<file path="src/rtl/wasm_pkg.sv">
// Shared encodings for the WASM operand-stack engine and its memory port.
package wasm_pkg;

    typedef enum logic [1:0] {
        STK_PUSH = 2'd0,
        STK_POP  = 2'd1,
        STK_PEEK = 2'd2,
        STK_DROP = 2'd3
    } stk_op_e;

    typedef enum logic [1:0] {
        STK_OK     = 2'd0,
        STK_OVF    = 2'd1,
        STK_UDF    = 2'd2,
        STK_BADCNT = 2'd3
    } stk_code_e;

    typedef enum logic [2:0] {
        S_IDLE,
        S_CHECK,
        S_WR_BYTE,
        S_RD_BYTE,
        S_WAIT_IDLE,
        S_RESPOND
    } stk_state_e;

    typedef enum logic [1:0] {
        P_IDLE,
        P_BUSY,
        P_DROP
    } port_state_e;

endpackage

</file>
<file path="src/rtl/wasm_operand_stack_if.sv">
// Command/response bundle of the stack engine and the byte-wide memory bus.
interface wasm_stk_if #(
    parameter int VALUE_W = 64,
    parameter int DEPTH   = 64,
    parameter int MAX_POP = 2
);
    localparam int CW = $clog2(MAX_POP + 1);
    localparam int DW = $clog2(DEPTH + 1);

    logic                       cmd_valid;
    logic                       cmd_ready;
    logic [1:0]                 cmd_op;
    logic [CW-1:0]              cmd_count;
    logic                       cmd_wide;
    logic [VALUE_W-1:0]         cmd_value;
    logic                       rsp_valid;
    logic                       rsp_error;
    logic [1:0]                 rsp_code;
    logic [MAX_POP*VALUE_W-1:0] rsp_values;
    logic [DW-1:0]              depth;

    modport slave (
        input  cmd_valid, cmd_op, cmd_count, cmd_wide, cmd_value,
        output cmd_ready, rsp_valid, rsp_error, rsp_code, rsp_values, depth
    );

    modport master (
        output cmd_valid, cmd_op, cmd_count, cmd_wide, cmd_value,
        input  cmd_ready, rsp_valid, rsp_error, rsp_code, rsp_values, depth
    );
endinterface

interface wasm_mem_if #(
    parameter int ADDR_W = 32
);
    logic [ADDR_W-1:0] addr;
    logic [7:0]        data_in;
    logic [7:0]        data_out;
    logic              memory_read_en;
    logic              memory_write_en;
    logic              memory_ready;

    modport master (
        output addr, data_in, memory_read_en, memory_write_en,
        input  data_out, memory_ready
    );

    modport slave (
        input  addr, data_in, memory_read_en, memory_write_en,
        output data_out, memory_ready
    );
endinterface

</file>
<file path="src/rtl/wasm_mem_port.sv">
// Single-byte read/write handshake engine: enable held until ready,
// next request only after ready has dropped again.
module wasm_mem_port
    import wasm_pkg::*;
#(
    parameter int ADDR_W = 32
) (
    input  logic              clk,
    input  logic              rst_n,
    input  logic              req_i,
    input  logic              we_i,
    input  logic [ADDR_W-1:0] addr_i,
    input  logic [7:0]        wdata_i,
    output logic              rdy_o,
    output logic              done_o,
    output logic [7:0]        rdata_o,
    wasm_mem_if.master        mem
);

    port_state_e       state_q, state_d;
    logic              we_q, we_d;
    logic [ADDR_W-1:0] addr_q, addr_d;
    logic [7:0]        wdata_q, wdata_d;

    always_ff @(posedge clk) begin
        if (!rst_n) state_q <= P_IDLE;
        else        state_q <= state_d;
    end

    always_comb begin
        state_d = state_q;
        unique case (state_q)
            P_IDLE: if (req_i) state_d = P_BUSY;
            P_BUSY: if (mem.memory_ready) state_d = P_DROP;
            P_DROP: if (!mem.memory_ready) state_d = req_i ? P_BUSY : P_IDLE;
            default: state_d = P_IDLE;
        endcase
    end

    always_comb begin
        rdy_o   = (state_q == P_IDLE) ||
                  (state_q == P_DROP && !mem.memory_ready);
        done_o  = (state_q == P_BUSY) && mem.memory_ready;
        rdata_o = mem.data_out;
        mem.memory_read_en  = (state_q == P_BUSY) && !we_q;
        mem.memory_write_en = (state_q == P_BUSY) && we_q;
        mem.addr    = addr_q;
        mem.data_in = wdata_q;
    end

    always_comb begin
        we_d    = we_q;
        addr_d  = addr_q;
        wdata_d = wdata_q;
        if (rdy_o && req_i) begin
            we_d    = we_i;
            addr_d  = addr_i;
            wdata_d = wdata_i;
        end
    end

    always_ff @(posedge clk) begin
        if (!rst_n) begin
            we_q    <= 1'b0;
            addr_q  <= '0;
            wdata_q <= '0;
        end else begin
            we_q    <= we_d;
            addr_q  <= addr_d;
            wdata_q <= wdata_d;
        end
    end

endmodule

</file>
<file path="src/rtl/wasm_operand_stack.sv">
// Operand-stack engine: multi-byte little-endian slots in byte memory,
// push/pop/peek/drop with overflow, underflow and bad-count detection.
module wasm_operand_stack
    import wasm_pkg::*;
#(
    parameter int VALUE_W = 64,
    parameter int DEPTH   = 64,
    parameter int MAX_POP = 2,
    parameter int ADDR_W  = 32,
    parameter logic [ADDR_W-1:0] STACK_BASE = 32'h0000_0100
) (
    input  logic       clk,
    input  logic       rst_n,
    wasm_stk_if.slave  stk,
    wasm_mem_if.master mem
);

    localparam int SLOT_BYTES = VALUE_W / 8;
    localparam int CW = $clog2(MAX_POP + 1);
    localparam int DW = $clog2(DEPTH + 1);
    localparam int BW = $clog2(SLOT_BYTES + 1);
    localparam int RW = MAX_POP * VALUE_W;

    stk_state_e         state_q, state_d;
    stk_op_e            op_q, op_d;
    stk_code_e          code_q, code_d, chk_code;
    logic [CW-1:0]      cnt_q, cnt_d, idx_q, idx_d;
    logic               wide_q, wide_d;
    logic [VALUE_W-1:0] val_q, val_d;
    logic [DW-1:0]      depth_q, depth_d, slot;
    logic [BW-1:0]      byte_q, byte_d, last_byte;
    logic [RW-1:0]      buf_q, buf_d, rsp_q, rsp_d;
    logic               mreq, mwe, mrdy, mdone, byte_end, slot_end;
    logic [ADDR_W-1:0]  maddr;
    logic [7:0]         mwdata, mrdata;

    wasm_mem_port #(.ADDR_W(ADDR_W)) u_port (
        .clk     (clk),
        .rst_n   (rst_n),
        .req_i   (mreq),
        .we_i    (mwe),
        .addr_i  (maddr),
        .wdata_i (mwdata),
        .rdy_o   (mrdy),
        .done_o  (mdone),
        .rdata_o (mrdata),
        .mem     (mem)
    );

    // Push targets slot depth; reads walk slots depth-count .. depth-1.
    always_comb begin
        last_byte = wide_q ? BW'(SLOT_BYTES - 1) : BW'(3);
        byte_end  = (byte_q == last_byte);
        slot_end  = (op_q == STK_PUSH) || (idx_q == cnt_q - CW'(1));
        slot      = (op_q == STK_PUSH) ? depth_q
                  : depth_q - DW'(cnt_q) + DW'(idx_q);
        maddr     = STACK_BASE + ADDR_W'(slot) * ADDR_W'(SLOT_BYTES)
                  + ADDR_W'(byte_q);
        mwe       = (op_q == STK_PUSH);
        mwdata    = '0;
        for (int b = 0; b < SLOT_BYTES; b++)
            if (byte_q == BW'(b)) mwdata = val_q[b*8 +: 8];
    end

    always_comb begin
        chk_code = STK_OK;
        if (op_q == STK_PUSH) begin
            if (depth_q == DW'(DEPTH)) chk_code = STK_OVF;
        end else if (cnt_q == '0 || 32'(cnt_q) > MAX_POP) begin
            chk_code = STK_BADCNT;
        end else if (32'(cnt_q) > 32'(depth_q)) begin
            chk_code = STK_UDF;
        end
    end

    always_ff @(posedge clk) begin
        if (!rst_n) state_q <= S_IDLE;
        else        state_q <= state_d;
    end

    always_comb begin
        state_d = state_q;
        unique case (state_q)
            S_IDLE: if (stk.cmd_valid) state_d = S_CHECK;
            S_CHECK: begin
                if (chk_code != STK_OK || op_q == STK_DROP)
                    state_d = S_RESPOND;
                else if (op_q == STK_PUSH)
                    state_d = S_WR_BYTE;
                else
                    state_d = S_RD_BYTE;
            end
            S_WR_BYTE, S_RD_BYTE: if (mrdy) state_d = S_WAIT_IDLE;
            S_WAIT_IDLE: begin
                if (mdone) begin
                    if (byte_end && slot_end)  state_d = S_RESPOND;
                    else if (op_q == STK_PUSH) state_d = S_WR_BYTE;
                    else                       state_d = S_RD_BYTE;
                end
            end
            S_RESPOND: state_d = S_IDLE;
            default:   state_d = S_IDLE;
        endcase
    end

    always_comb begin
        stk.cmd_ready  = (state_q == S_IDLE);
        stk.rsp_valid  = (state_q == S_RESPOND);
        stk.rsp_error  = (state_q == S_RESPOND) && (code_q != STK_OK);
        stk.rsp_code   = code_q;
        stk.rsp_values = rsp_q;
        stk.depth      = depth_q;
        mreq = (state_q == S_WR_BYTE) || (state_q == S_RD_BYTE);
    end

    always_comb begin
        op_d    = op_q;
        cnt_d   = cnt_q;
        wide_d  = wide_q;
        val_d   = val_q;
        code_d  = code_q;
        depth_d = depth_q;
        idx_d   = idx_q;
        byte_d  = byte_q;
        buf_d   = buf_q;
        rsp_d   = rsp_q;
        if (state_q == S_IDLE && stk.cmd_valid) begin
            op_d   = stk_op_e'(stk.cmd_op);
            cnt_d  = stk.cmd_count;
            wide_d = stk.cmd_wide;
            val_d  = stk.cmd_value;
        end
        if (state_q == S_CHECK) begin
            code_d = chk_code;
            idx_d  = '0;
            byte_d = '0;
            buf_d  = '0;
            if (chk_code == STK_OK && op_q == STK_DROP)
                depth_d = depth_q - DW'(cnt_q);
        end
        // Reads land in a scratch buffer; rsp_values only moves on success.
        if (state_q == S_WAIT_IDLE && mdone) begin
            if (op_q != STK_PUSH)
                for (int i = 0; i < MAX_POP; i++)
                    for (int b = 0; b < SLOT_BYTES; b++)
                        if (idx_q == CW'(i) && byte_q == BW'(b))
                            buf_d[i*VALUE_W + b*8 +: 8] = mrdata;
            byte_d = byte_q + BW'(1);
            if (byte_end) begin
                byte_d = '0;
                idx_d  = idx_q + CW'(1);
                if (slot_end) begin
                    unique case (op_q)
                        STK_PUSH: depth_d = depth_q + DW'(1);
                        STK_POP: begin
                            depth_d = depth_q - DW'(cnt_q);
                            rsp_d   = buf_d;
                        end
                        STK_PEEK: rsp_d = buf_d;
                        default: ;
                    endcase
                end
            end
        end
    end

    always_ff @(posedge clk) begin
        if (!rst_n) begin
            op_q    <= STK_PUSH;
            cnt_q   <= '0;
            wide_q  <= 1'b0;
            val_q   <= '0;
            code_q  <= STK_OK;
            depth_q <= '0;
            idx_q   <= '0;
            byte_q  <= '0;
            buf_q   <= '0;
            rsp_q   <= '0;
        end else begin
            op_q    <= op_d;
            cnt_q   <= cnt_d;
            wide_q  <= wide_d;
            val_q   <= val_d;
            code_q  <= code_d;
            depth_q <= depth_d;
            idx_q   <= idx_d;
            byte_q  <= byte_d;
            buf_q   <= buf_d;
            rsp_q   <= rsp_d;
        end
    end

endmodule
</file>
<file path="src/flat_wrapper.sv">
// flat-port wrapper written by rule: the top's interface ports become plain ports
module wasm_operand_stack_flat import wasm_pkg::*;
#(
    parameter int VALUE_W = 64,
    parameter int DEPTH   = 64,
    parameter int MAX_POP = 2,
    parameter int ADDR_W  = 32,
    parameter logic [ADDR_W-1:0] STACK_BASE = 32'h0000_0100
)
  (clk, rst_n, stk_cmd_valid, stk_cmd_op, stk_cmd_count, stk_cmd_wide, stk_cmd_value, stk_cmd_ready, stk_rsp_valid, stk_rsp_error, stk_rsp_code, stk_rsp_values, stk_depth, mem_addr, mem_data_in, mem_memory_read_en, mem_memory_write_en, mem_data_out, mem_memory_ready);
  wasm_stk_if #(.VALUE_W(VALUE_W), .DEPTH(DEPTH), .MAX_POP(MAX_POP)) stk_i ();
  wasm_mem_if #(.ADDR_W(ADDR_W)) mem_i ();
  input  logic clk;
  input  logic rst_n;
  input wire logic [$bits(stk_i.cmd_valid)-1:0] stk_cmd_valid;
  input wire logic [$bits(stk_i.cmd_op)-1:0] stk_cmd_op;
  input wire logic [$bits(stk_i.cmd_count)-1:0] stk_cmd_count;
  input wire logic [$bits(stk_i.cmd_wide)-1:0] stk_cmd_wide;
  input wire logic [$bits(stk_i.cmd_value)-1:0] stk_cmd_value;
  output wire logic [$bits(stk_i.cmd_ready)-1:0] stk_cmd_ready;
  output wire logic [$bits(stk_i.rsp_valid)-1:0] stk_rsp_valid;
  output wire logic [$bits(stk_i.rsp_error)-1:0] stk_rsp_error;
  output wire logic [$bits(stk_i.rsp_code)-1:0] stk_rsp_code;
  output wire logic [$bits(stk_i.rsp_values)-1:0] stk_rsp_values;
  output wire logic [$bits(stk_i.depth)-1:0] stk_depth;
  output wire logic [$bits(mem_i.addr)-1:0] mem_addr;
  output wire logic [$bits(mem_i.data_in)-1:0] mem_data_in;
  output wire logic [$bits(mem_i.memory_read_en)-1:0] mem_memory_read_en;
  output wire logic [$bits(mem_i.memory_write_en)-1:0] mem_memory_write_en;
  input wire logic [$bits(mem_i.data_out)-1:0] mem_data_out;
  input wire logic [$bits(mem_i.memory_ready)-1:0] mem_memory_ready;
  assign stk_i.cmd_valid = stk_cmd_valid;
  assign stk_i.cmd_op = stk_cmd_op;
  assign stk_i.cmd_count = stk_cmd_count;
  assign stk_i.cmd_wide = stk_cmd_wide;
  assign stk_i.cmd_value = stk_cmd_value;
  assign stk_cmd_ready = stk_i.cmd_ready;
  assign stk_rsp_valid = stk_i.rsp_valid;
  assign stk_rsp_error = stk_i.rsp_error;
  assign stk_rsp_code = stk_i.rsp_code;
  assign stk_rsp_values = stk_i.rsp_values;
  assign stk_depth = stk_i.depth;
  assign mem_addr = mem_i.addr;
  assign mem_data_in = mem_i.data_in;
  assign mem_memory_read_en = mem_i.memory_read_en;
  assign mem_memory_write_en = mem_i.memory_write_en;
  assign mem_i.data_out = mem_data_out;
  assign mem_i.memory_ready = mem_memory_ready;
  wasm_operand_stack #(.VALUE_W(VALUE_W), .DEPTH(DEPTH), .MAX_POP(MAX_POP), .ADDR_W(ADDR_W), .STACK_BASE(STACK_BASE)) u_core (.clk(clk), .rst_n(rst_n), .stk(stk_i), .mem(mem_i));
endmodule
</file>
<file path="config.mk">
export PLATFORM = sky130hd
export DESIGN_NAME = wasm_operand_stack_flat
export DESIGN_NICKNAME = d
export VERILOG_FILES = /design/src/rtl/wasm_pkg.sv /design/src/rtl/wasm_operand_stack_if.sv /design/src/rtl/wasm_mem_port.sv /design/src/rtl/wasm_operand_stack.sv /design/src/flat_wrapper.sv
export SDC_FILE = /design/constraint.sdc
export NUM_CORES = 1
export LEC_CHECK = 0
export ABC_AREA = 0
export CAP_MARGIN = 20
export CELL_PAD_IN_SITES_DETAIL_PLACEMENT = 1
export CELL_PAD_IN_SITES_GLOBAL_PLACEMENT = 2
export CORE_MARGIN = 2
export CORE_UTILIZATION = 33
export CTS_BUF_LIST = sky130_fd_sc_hd__clkbuf_8
export CTS_CLUSTER_DIAMETER = 100
export DETAILED_ROUTE_END_ITERATION = 7
export PLACE_DENSITY_LB_ADDON = 0.05
export SKIP_CTS_REPAIR_TIMING = 1
export SLEW_MARGIN = 20
export SYNTH_ARGS = -nofsm -noshare
export SYNTH_HDL_FRONTEND = slang
export SYNTH_HIERARCHICAL = 1
export SYNTH_SLANG_ARGS = --single-unit
</file>
<file path="constraint.sdc">
create_clock -name clk -period 4.4 [get_ports clk]
set_input_delay 0.44 -clock clk [delete_from_list [all_inputs] [get_ports clk]]
set_output_delay 0.44 -clock clk [all_outputs]
set_load 0.005 [all_outputs]
</file>
==> flow_metrics.env, run 1 <==
export IMPL_final_util_pct=41.4
export IMPL_async_reset_ff_share_pct=0
export IMPL_synth_cell_area_mm2=0.0179
export IMPL_leakagePower_nw=9.25
export IMPL_min_period_ps=3930
export IMPL_final_cell_count_no_fill=3108
export IMPL_place_area_mm2=0.0208
export IMPL_drv_cap=0
export IMPL_drt_iter0_drc=757
export IMPL_ys_types=58
export IMPL_final_nets=2457
export IMPL_gp_congestion=0.772
export IMPL_dp_hpwl_um=38500
export IMPL_regToRegSetupSlack_ps=470
export IMPL_std_cell_rows=85
export IMPL_tightestPinTransition_ps=1050
export IMPL_clock_sinks=386
export IMPL_stdcell_area_mm2=0.0222
export IMPL_crit_arrival_ps=4480
export IMPL_path_class="reg -> reg"
export IMPL_drv_slew=0
export IMPL_grt_max_degree=180
export IMPL_setup_violations_final=0
export IMPL_crit_chain="inv_1 > ha_1 > inv_1 > fa_1 > ha_1 > a21oi_1 > or4b_2 > o31ai_1 > o21bai_1 > xnor2_1 > and3_1 > xor2_1 > nand2_1 > mux2i_1"
export IMPL_area_growth_pct=24.0
export IMPL_synth_xor_area_share_pct=1.03
export IMPL_vias=16300
export IMPL_pwr_share_seq_pct=45.2
export IMPL_grt_pass1_wl_um=94900
export IMPL_synth_seq_cells=386
export IMPL_chipWidth_um=237
export IMPL_fp_coreArea_mm2=0.0537
export IMPL_hold_violations=0
export IMPL_clockBufferDepth=3
export IMPL_ys_dominant_reg_cell="dfxtp_1"
export IMPL_met3_usage_pct=3.72
export IMPL_antenna_found_initial=1
export IMPL_ys_warn_count=6
export IMPL_finalPower_w=0.00809
export IMPL_switching_share_pct=27.9
export IMPL_die_area_mm2=0.0562
export IMPL_min_path_cells=3
export IMPL_numCtsBuffers=74
export IMPL_peakVddDrop_v=0.000172
export IMPL_synth_edf_count=0
export IMPL_grt_busiest_layer="met2"
export IMPL_p_per_area_mw_per_mm2=364
export IMPL_yosys_area_share_adder_pct=1.41
export IMPL_nFillCells=6324
export IMPL_synth_top_cell_area_share_pct=43.1
export IMPL_dr_pass1_iters=5
export IMPL_place_port_buffers=262
export IMPL_p_int_w=0.00583
export IMPL_cts_clk_slew_worst_paths_ps=60
export IMPL_slowest_delay_ps=620
export IMPL_multi_input_area_mm2=0.00929
export IMPL_clk_latency_ps=640
export IMPL_synthSimpleGateAreaFrac_pct=23.3
export IMPL_start_util_pct=33.4
export IMPL_relSlewSlack_pct=29.5
export IMPL_min_from="rst_n"
export IMPL_finalCritPeriodShare_pct=89.4
export IMPL_layout_drive_gt1_share_pct=6.10
export IMPL_reg2reg_depth=14
export IMPL_r2r_start="u_core/stk.depth[0]"
export IMPL_layout_area_seq_mm2=0.00773
export IMPL_overflow=0
export IMPL_cp_top_family="adder cells"
export IMPL_fin_skew_ps=29.5
export IMPL_fmax_ghz=0.254
export IMPL_status="complete, no violations"
export IMPL_worst_path_max_delay_cell="or4b_2"
export IMPL_yosysSeqAreaShare_pct=43.1
export IMPL_root_buffer="clkbuf_8"
export IMPL_worstPathMaxFanout=8
export IMPL_wirelength_um=60400
export IMPL_power_share_clock_pct=43.2
export IMPL_synthMuxAreaShare_pct=2.46
export IMPL_hold_path_class="in -> reg"
export IMPL_use_met1_pct=27.9
export IMPL_drc=0
export IMPL_setup_worst_path_start="u_core/stk.depth[0]"
export IMPL_r2r_end="u_core/u_port/mem.addr[7]"
export IMPL_grt_pass1_vias=16800
export IMPL_grt_setup_unrepaired="no"
export IMPL_required_ps=4950
export IMPL_htreeDepth=3
export IMPL_grt_util_met2_pct=35.3
export IMPL_boundaryPins=263
export IMPL_ys_top_cells_by_area="dfxtp_1, nand2_1, o211a_1"
export IMPL_avgViaCountPerCell=5.24
export IMPL_startpoint_type="flop"
export IMPL_whs_endpoint="u_core/u_port/mem.addr[29]"
export IMPL_synth_avg_cell_area_um2=8.18
export IMPL_crit_buf_inv=2
export IMPL_syn_instance_count=2190
export IMPL_synth_compound_area_share_pct=23.1
export IMPL_yosys_area_top_type="dfxtp_1"
export IMPL_ant_nets=0
export IMPL_grt_use_total_pct=21.2
export IMPL_p_switching_w=0.00226
export IMPL_synth_top_family_by_area="simple AND/OR/NAND/NOR gates"
export IMPL_die_y_um=237
export IMPL_setup_tns_ps=0
export IMPL_cts_tree="done"
export IMPL_wl_per_cell_um=19.4
export IMPL_dp_cells=2977
export IMPL_combinationalPowerShare_pct=11.6
export IMPL_worst_setup_path_end_kind="flop"
==> flip-flops by register name, summed over array words and instances, names as in the netlist, 3 cells and up <==
register and count:
u_core/byte_q 4, u_core/u_port/mem.data_in 8, u_core/state_q 3, u_core/u_port/mem.addr 32
u_core/val_q 64, u_core/buf_q 128, u_core/stk.depth 7, u_core/stk.rsp_values 128
==> cells in the mapped netlist, drive strengths merged (31+ instances only) <==
cell type	count
a211oi	49
a21boi	159
a21oi	123
and3	54
buf	47
clkbuf	168
dfxtp	386
mux2i	43
nand2	527
nand3	209
nor2	53
o211a	128
o211ai	31
==> per-stage QoR <==
step	setup slack, ps	hold WS, ps
6_report	468	264
3_3_place_gp	707	444
5_1_grt	223	291
2_1_floorplan	950	439
3_5_place_dp	529	448
4_1_cts	488	232
==> power groups by stage <==
stage	Combinational, W	Sequential (W)	Clock (W)
floorplan	0.000631	0.00371	0
global placement	0.000933	0.00373	0
detailed placement	0.000949	0.00373	0
CTS	0.000951	0.00366	0.00364
global route	0.00104	0.00367	0.00380
finish	0.000940	0.00366	0.00349
==> cells in the final DEF (no fill, tap or decap), drive strengths merged, types with 43 or more instances in the layout <==
cell type        n
nand2          527
dfxtp          386
clkdlybuf4s50  255
nand3          209
a21boi         159
o211a          128
a21oi          123
clkbuf          89
and3            54
nor2            53
inv             51
a211oi          49
mux2i           43
==> layer usage <==
layer | up-vias | share of wire [%]
li1 | 7934 | -
met1 | 7970 | 47
met2 | 288 | 47
met3 | 81 | 3.9
met4 | 0 | 2.0
met5 | - | 0
==> layout make-up <==
type	instances	area share [%]
Multi-Input combinational cell	1592	41.8
Sequential cell	386	34.8
Timing Repair Buffer	286	12.8
Clock buffer	88	5.45
Tap cell	696	3.92
Clock inverter	42	1.00
Inverter	17	0.287
Antenna cell	1	0.0113
==> how the worst max path moves through the flow <==
| stage | depth (start not counted) | endpoint |
|---|---|---|
| after global placement | 14 | u_core/u_port/mem.addr[7] |
| after detailed placement | 14 | u_core/u_port/mem.addr[7] |
| after floorplan | 14 | u_core/u_port/mem.addr[7] |
| after global routing | 14 | u_core/u_port/mem.addr[7] |
| after CTS | 14 | u_core/u_port/mem.addr[7] |
| final | 14 | u_core/u_port/mem.addr[7] |
==> cells by family after synthesis <==
family                     Yosys count
adders and majority gates           19
buffers and inverters              232
muxes                               44
DFF                                386
and+or+nand+nor                    937
xor gates and xnor gates            21
other                                1
AOI/OAI and AO/OA                  550
==> worst reg2reg max path, delay by kind of cell, from the launching register on <==
family | cells | cell delay, ps
AND/OR/NAND/NOR | 3 | 920
XOR/XNOR | 2 | 510
flip-flops | 1 | 480
multiplexers | 1 | 160
buffers and inverters | 2 | 190
AO/OA/AOI/OAI | 3 | 560
adder cells (fa/ha/maj) | 3 | 1020
(Power assumes the default switching activity.)
==> run 2: changes to the inputs <==
--- a/config.mk
+++ b/config.mk
@@ -9,7 +9,6 @@
 export CAP_MARGIN = 20
 export CELL_PAD_IN_SITES_DETAIL_PLACEMENT = 1
 export CELL_PAD_IN_SITES_GLOBAL_PLACEMENT = 2
-export CORE_MARGIN = 2
 export CORE_UTILIZATION = 33
 export CTS_BUF_LIST = sky130_fd_sc_hd__clkbuf_8
 export CTS_CLUSTER_DIAMETER = 100
==> run 2 against run 1 <==
Flip-flop and latch count stayed put. Die area down 1.7%. Via count decreased by 0.84%. Maximum frequency is 1.3% higher. Final cell count rose by 0.26%. Combinational power hardly changed. Final area grew 0.99%. Register-to-register slack better by 50 ps. Critical endpoint unchanged.
==> flow_metrics.env, run 2 (synthesis results as in run 1) <==
export IMPL_status="complete, no violations"
export IMPL_overflow=0
export IMPL_worst_setup_path_end_kind="flop"
export IMPL_die_y_um=235
export IMPL_final_nets=2463
export IMPL_n_antenna_cell=0
export IMPL_drt_iter0_drc=808
export IMPL_wl_per_cell_um=19.1
export IMPL_use_met1_pct=28.2
export IMPL_htreeDepth=3
export IMPL_place_port_buffers=262
export IMPL_wirelength_um=59400
export IMPL_tightestPinTransition_ps=1070
export IMPL_required_ps=4950
export IMPL_start_util_pct=33.4
export IMPL_r2r_start="u_core/stk.depth[0]"
export IMPL_boundaryPins=263
export IMPL_avgViaCountPerCell=5.18
export IMPL_fin_skew_ps=34.0
export IMPL_met3_usage_pct=3.67
export IMPL_nFillCells=6230
export IMPL_fp_coreArea_mm2=0.0537
export IMPL_grt_pass1_wl_um=93900
export IMPL_layout_common_cells="nand2_1, dfxtp_1, clkdlybuf4s50_1"
export IMPL_startpoint_type="flop"
export IMPL_cts_clk_slew_worst_paths_ps=60
export IMPL_drv_cap=0
export IMPL_drc=0
export IMPL_setup_worst_path_start="u_core/stk.depth[0]"
export IMPL_gp_congestion=0.788
export IMPL_finalPower_w=0.00836
export IMPL_p_per_area_mw_per_mm2=373
export IMPL_dp_hpwl_um=37400
export IMPL_grt_max_degree=139
export IMPL_root_buffer="clkbuf_8"
export IMPL_mostFrequentLayoutCell="nand2_1"
export IMPL_antenna_found_initial=0
export IMPL_clockBufferDepth=3
export IMPL_path_class="reg -> reg"
export IMPL_min_period_ps=3880
export IMPL_r2r_end="u_core/u_port/mem.addr[7]"
export IMPL_grt_setup_unrepaired="no"
export IMPL_fmax_ghz=0.258
export IMPL_reg2reg_depth=14
export IMPL_relSlewSlack_pct=28.3
export IMPL_std_cell_rows=85
export IMPL_hold_violations=0
export IMPL_drv_slew=0
export IMPL_endpoint="u_core/u_port/mem.addr[7]"
export IMPL_hold_path_class="in -> reg"
export IMPL_finalCritPeriodShare_pct=88.2
export IMPL_grt_use_total_pct=21.2
export IMPL_worstPathMaxFanout=8
export IMPL_numCtsBuffers=74
export IMPL_crit_arrival_ps=4430
export IMPL_ant_nets=0
export IMPL_dr_pass1_iters=5
export IMPL_chipWidth_um=235
export IMPL_grt_util_met2_pct=34.8
export IMPL_clock_sinks=386
export IMPL_die_area_mm2=0.0552
export IMPL_setup_tns_ps=0
export IMPL_area_growth_pct=25.3
export IMPL_grt_pass1_vias=16400
export IMPL_vias=16100
export IMPL_clk_latency_ps=650
export IMPL_setup_violations_final=0
export IMPL_peakVddDrop_v=0.000191
export IMPL_grt_busiest_layer="met2"
export IMPL_layout_drive_gt1_share_pct=6.78
export IMPL_regToRegSetupSlack_ps=520
export IMPL_leakagePower_nw=9.33
export IMPL_cts_tree="done"
-- run 2: cell count changes in the layout (fill, tap and decap cells not counted), sizes merged --
cell | previous run | this run
clkbuf | 89 | 97
inv | 51 | 43
buf | 30 | 36
clkinvlp | 0 | 3
clkinv | 6 | 4
bufinv | 2 | 3
clkdlybuf4s50 | 255 | 256
diode | 1 | 0
-- run 2: critical path: stages (launching register included) --
cell      delay (ps)
dfxtp_1          470
inv_1            110
ha_1             230
inv_1             70
fa_1             460
ha_1             320
a21oi_1          350
or4b_2           610
o31ai_1           90
o21bai_1         120
xnor2_1          370
and3_1           240
xor2_1           150
nand2_1           70
mux2i_1          140
-- run 2: how the worst min path moves through the flow --
stage	depth (start not counted)	slack, ps	start	endpoint
6_report	3	330	rst_n	u_core/u_port/mem.data_in[1]
5_1_grt	3	340	stk_cmd_value[52]	u_core/val_q[52]
4_1_cts	3	290	stk_cmd_value[37]	u_core/val_q[37]
3_5_place_dp	2	450	u_core/u_port/mem.addr[0]	u_core/u_port/mem.addr[0]
3_3_place_gp	2	440	u_core/u_port/mem.addr[16]	u_core/u_port/mem.addr[16]
2_1_floorplan	2	440	u_core/val_q[0]	u_core/val_q[0]
-- run 2: metal layers --
metal	part of all wire, %	vias to the layer above	wire, µm
met5	0	-	0
met4	1.7	0	1030
met1	48	7851	28300
li1	-	7947	-
met2	47	273	27800
met3	3.8	66	2270
-- run 2: where the power goes --
part           switching [W]  internal, W  leakage (nW)
clock network        0.00161      0.00215         0.895
registers          0.0000628      0.00359          3.12
logic               0.000619     0.000322          5.31
-- run 2: through the flow --
step / setup WS, ps / utilization (%) / hold WS [ps] / instances / cell area (µm²)
6_report: 521 / 41.8 / 334 / 3116 / 22400
5_1_grt: 257 / 41.8 / 339 / 3116 / 22400
4_1_cts: 528 / 41.8 / 295 / 3116 / 22400
3_5_place_dp: 555 / 38.8 / 450 / 2983 / 20900
3_3_place_gp: 701 / 38.8 / 443 / 2983 / 20900
2_1_floorplan: 950 / - / 439 / 2210 / 18000
-- run 2: layout make-up --
| class | instances | area (µm²) | area share (%) |
|---|---|---|---|
| clock buffer | 97 | 1340 | 5.95 |
| clock inverter | 36 | 246 | 1.10 |
| inverter | 17 | 63.8 | 0.284 |
| multi-input combinational | 1592 | 9290 | 41.4 |
| sequential | 386 | 7730 | 34.4 |
| tap | 696 | 871 | 3.88 |
| timing repair buffer | 292 | 2920 | 13.0 |
